<file path="src/rtl/cmp_window_stats.sv">
// rtl/cmp_window_stats.sv - windowed compare/min/max statistics behind the 3-bit magnitude comparator
// Optional early window close: define CMP_WIN_FLUSH_EN to add flush and cnt_samples ports.
module cmp_window_stats #(
  parameter int WIDTH   = 3,
  parameter int WIN_LEN = 8,
  parameter int CNT_W   = 4
) (
  input  logic             clk,
  input  logic             rst,
  input  logic             in_valid,
  output logic             in_ready,
  input  logic [WIDTH-1:0] in_data,
  input  logic [WIDTH-1:0] ref_val,
  output logic             out_valid,
  input  logic             out_ready,
  output logic [WIDTH-1:0] min_val,
  output logic [WIDTH-1:0] max_val,
  output logic [CNT_W-1:0] cnt_gt,
  output logic [CNT_W-1:0] cnt_lt,
  output logic [CNT_W-1:0] cnt_eq,
`ifdef CMP_WIN_FLUSH_EN
  input  logic             flush,
  output logic [CNT_W-1:0] cnt_samples,
`endif
  output logic             busy
);

  typedef enum logic [1:0] {IDLE, ACC, HOLD} state_t;

  localparam logic [CNT_W-1:0] LAST = CNT_W'(WIN_LEN);

  state_t           state;
  logic [WIDTH-1:0] ref_q;
  logic [CNT_W-1:0] smp_cnt;

  logic             accept;
  logic             close_req;
  logic [WIDTH-1:0] cmp_ref;
  logic             gt_hit, lt_hit, eq_hit;
  logic [CNT_W-1:0] smp_next;
  logic             last_smp;

  // The first sample of a window compares against the live reference, later ones against the latched copy.
  always_comb begin
    accept    = in_valid && in_ready;
    cmp_ref   = (state == IDLE) ? ref_val : ref_q;
    gt_hit    = in_data > cmp_ref;
    lt_hit    = in_data < cmp_ref;
    eq_hit    = in_data == cmp_ref;
    smp_next  = (state == IDLE) ? CNT_W'(1) : smp_cnt + CNT_W'(1);
    last_smp  = smp_next == LAST;
`ifdef CMP_WIN_FLUSH_EN
    close_req = flush;
`else
    close_req = 1'b0;
`endif
  end

`ifdef CMP_WIN_FLUSH_EN
  assign cnt_samples = smp_cnt;
`endif

  always_ff @(posedge clk) begin
    if (rst) begin
      state     <= IDLE;
      in_ready  <= 1'b1;
      out_valid <= 1'b0;
      busy      <= 1'b0;
      ref_q     <= '0;
      min_val   <= '0;
      max_val   <= '0;
      cnt_gt    <= '0;
      cnt_lt    <= '0;
      cnt_eq    <= '0;
      smp_cnt   <= '0;
    end else begin
      case (state)
        IDLE: begin
          if (accept) begin
            ref_q   <= ref_val;
            min_val <= in_data;
            max_val <= in_data;
            cnt_gt  <= CNT_W'(gt_hit);
            cnt_lt  <= CNT_W'(lt_hit);
            cnt_eq  <= CNT_W'(eq_hit);
            smp_cnt <= smp_next;
            if (last_smp || close_req) begin
              state     <= HOLD;
              in_ready  <= 1'b0;
              out_valid <= 1'b1;
              busy      <= 1'b0;
            end else begin
              state     <= ACC;
              in_ready  <= 1'b1;
              out_valid <= 1'b0;
              busy      <= 1'b1;
            end
          end
        end
        ACC: begin
          if (accept) begin
            if (in_data < min_val) min_val <= in_data;
            if (in_data > max_val) max_val <= in_data;
            if (gt_hit) cnt_gt <= cnt_gt + CNT_W'(1);
            if (lt_hit) cnt_lt <= cnt_lt + CNT_W'(1);
            if (eq_hit) cnt_eq <= cnt_eq + CNT_W'(1);
            smp_cnt <= smp_next;
          end
          // A flush closes the window even without a sample; a same-cycle sample is already folded in above.
          if ((accept && last_smp) || close_req) begin
            state     <= HOLD;
            in_ready  <= 1'b0;
            out_valid <= 1'b1;
            busy      <= 1'b0;
          end
        end
        HOLD: begin
          if (out_ready) begin
            state     <= IDLE;
            in_ready  <= 1'b1;
            out_valid <= 1'b0;
            busy      <= 1'b0;
          end
        end
        default: begin
          state     <= IDLE;
          in_ready  <= 1'b1;
          out_valid <= 1'b0;
          busy      <= 1'b0;
        end
      endcase
    end
  end

endmodule

</file>
<file path="config.mk">
export PLATFORM = sky130hd
export DESIGN_NAME = cmp_window_stats
export DESIGN_NICKNAME = d
export VERILOG_FILES = /design/src/rtl/cmp_window_stats.sv
export SDC_FILE = /design/constraint.sdc
export NUM_CORES = 1
export LEC_CHECK = 0
export ABC_CLOCK_PERIOD_IN_PS = 3250
export CORE_AREA = 2 2 60 62
export CTS_CLUSTER_DIAMETER = 200
export DETAILED_ROUTE_END_ITERATION = 12
export DIE_AREA = 0 0 62 64
export PLACE_DENSITY = 0.85
export SYNTH_ARGS = -nofsm -noshare
export SYNTH_HDL_FRONTEND = slang
export SYNTH_SLANG_ARGS = --single-unit
</file>
<file path="constraint.sdc">
create_clock -name clk -period 3.25 [get_ports clk]
set_clock_uncertainty 0.05 [all_clocks]
set_input_delay 0.65 -clock clk [delete_from_list [all_inputs] [get_ports clk]]
set_output_delay 0.65 -clock clk [all_outputs]
set_load 0.05 [all_outputs]
</file>
==> qor.txt <==
outcome - complete, no violations
gr usage total - 22.2%
Synth cell types - 50
fraction of layout cells with a size suffix above 1 - 6.55%
Worst Hold Class - flop to flop
Seq cells post-synth - 28
CTS tree - yes
final instance area - 2050 µm²
Hold Violations, Final - 0
root buffer cell - clkbuf_4
Worst-Skew Late Latency - 0.35 ns
total global routing overflow - 0
Worst-Margin Slew - 0.551 ns
r2r startpoint - state[1]
Achievable Freq - 381 MHz
Post-DP HPWL - 2950 µm
setup TNS - 0 ns
Worst-path clk slew - 0.16 ns
Final GP Congestion - 0.809
Power Total - 835 µW
Critical Path Sink Type - flop
Die W - 62 µm
Syn Inst Count - 204
Max FO, Critical Path - 10
Antenna diodes - 0
num rows - 21
Worst Setup SP - state[1]
postcts setup bufs - 0
initial antenna violation count - 0
RSZ-0062 raised after global routing - false
cell leakage power - 0.000777 µW
CP Launch Type - flop
PD cells - 406 nW/µm²
WP data required - 3.48 ns
cts repair resizes - 0
H-tree depth - 1
CTS buffer count - 3
Synth async-reset ratio - 0%
largest net degree at the start of global routing - 19
die area - 3970 µm²
# IOs - 31
Synthesized Nets - 226
DR pass1 iterations - 4
Top Family by Delay on Critical Path - simple AND/OR/NAND/NOR gates
Final Slew Violations - 0
Setup-failing EPs final - 0
# DRC - 0
Crit path arrival time - 2.86 ns
Crit Path Category - flop to flop
Final min period - 2.63 ns
TritonCTS Sinks - 28
worst path bufs/invs - 0
core box area - 3280 µm²
first-pass GRT wire length - 6830 µm
synthesized cell area - 1680 µm²
number of port buffers - 30
crit path cell chain - nor2_1 > mux2_2 > ha_1 > and3_1 > nand4_1 > o21ba_1 > a311oi_2
Tcrit/Tclk final - 80.8%
area post-placement - 2000 µm²
EDFF count, synth - 0
Clock Path Buffers - 2
Die Ht - 64 µm
Post-CTS Hold Fix Bufs - 0
yosys synthesis warning count - 0
Iter 0 DRT Violations - 124
syn_area_per_cell - 8.22 µm²
nets - 252
Max-cap violations - 0
Slew Limit Headroom - 63.1%
P&R area growth vs syn - 22.5%
sequential area share after synthesis - 33.4%
Via-to-Cell Ratio - 5.90
DR WL/cell - 15.0 µm
hold path start - ref_q[0]
Initial Util - 51.0%
Synth Flop Type - dfxtp_1
Post-Route WL - 4130 µm
Final ANT Viol Nets - 0
slowest stage delay, CP - 0.48 ns
number of global-route vias before repair - 1561
vias - 1623
worst vdd ir - 0.000148 V
Filler cells - 296
CP max stage cell - nor2_1
==> through the flow <==
step | util [%] | setup slack, ns | instances | hold slack (ns)
after floorplan | - | 0.691 | 204 | 0.384
after global placement | 61.0 | 0.638 | 271 | 0.391
after detailed placement | 61.0 | 0.562 | 271 | 0.404
after CTS | 62.6 | 0.631 | 275 | 0.425
after global routing | 62.6 | 0.473 | 275 | 0.447
final | 62.6 | 0.624 | 275 | 0.421
==> metal layers <==
metal | vias to the layer above | global-route usage (%) | share of wire [%]
li1 | 795 | - | -
met1 | 778 | 28.7 | 45
met2 | 45 | 36.8 | 49
met3 | 5 | 1.82 | 4.0
met4 | 0 | 8.78 | 1.3
met5 | - | 0 | 0
==> kinds of logic after synthesis <==
group | Yosys count | synth area share (%)
and+or+nand+nor | 86 | 26.9
AOI/OAI and AO/OA | 48 | 19.6
DFF | 28 | 33.4
buffers and inverters | 20 | 5.30
adders and majority gates | 12 | 8.95
muxes | 8 | 4.85
xor gates and xnor gates | 2 | 1.04
==> worst reg2reg max path, stage by stage (launching register included) <==
cell and delay [ns]:
dfxtp_1 0.43, nor2_1 0.48, mux2_2 0.40, ha_1 0.26
and3_1 0.33, nand4_1 0.18, o21ba_1 0.21, a311oi_2 0.22
==> synth_stat cells, drive strengths merged, types with 4 or more instances <==
library cell / count / share of area (%)
a21oi: 15 / 5.4
a31oi: 6 / 2.2
nand3: 14 / 4.2
nor4: 4 / 1.9
o21ai: 9 / 2.7
clkbuf: 5 / 1.1
dfxtp: 28 / 33
mux2i: 7 / 4.2
ha: 12 / 9.0
nand2: 29 / 6.6
nor3: 5 / 1.5
a211o: 4 / 2.1
nor2: 9 / 2.0
inv: 7 / 1.6
buf: 8 / 2.6
==> state kept, by name, indices dropped and copies added, names as in the netlist <==
| name | flops |
|---|---|
| cnt_eq | 4 |
| cnt_lt | 4 |
| ref_q | 3 |
| max_val | 3 |
| min_val | 3 |
| in_ready | 1 |
| state | 2 |
| smp_cnt | 4 |
| cnt_gt | 4 |
==> cell usage in the layout, fill, tap and decap left out, types with 6 or more instances in the layout <==
master / instances
inv_1: 6
ha_1: 12
mux2i_1: 7
clkdlybuf4s50_1: 30
a21oi_1: 13
nand3_1: 14
a31oi_1: 6
dfxtp_1: 28
nand2_1: 28
nor2_1: 9
==> layout make-up <==
| class | count | area, µm² | area share [%] |
|---|---|---|---|
| Clock buffer | 3 | 22.5 | 1.10 |
| Clock inverter | 1 | 30.0 | 1.46 |
| Inverter | 7 | 26.3 | 1.28 |
| Multi-Input combinational cell | 156 | 1030 | 50.0 |
| Sequential cell | 28 | 561 | 27.3 |
| Tap cell | 46 | 57.6 | 2.80 |
| Timing Repair Buffer | 34 | 330 | 16.1 |
==> path summary, 6_finish.rpt <==
path	end	slack [ns]	cells after the start
worst max register to register	cnt_eq[3]	0.62	7
worst max-delay path	cnt_eq[3]	0.62	7
worst min-delay path	ref_q[0]	0.42	2
worst min register to register	ref_q[0]	0.42	2
==> where the power goes <==
part	internal [µW]	total [µW]	switching [µW]
clock network	125	239	114
registers	360	375	15.5
logic	78.5	221	142
total	563	835	272
Power figures use the tool's default switching activity.
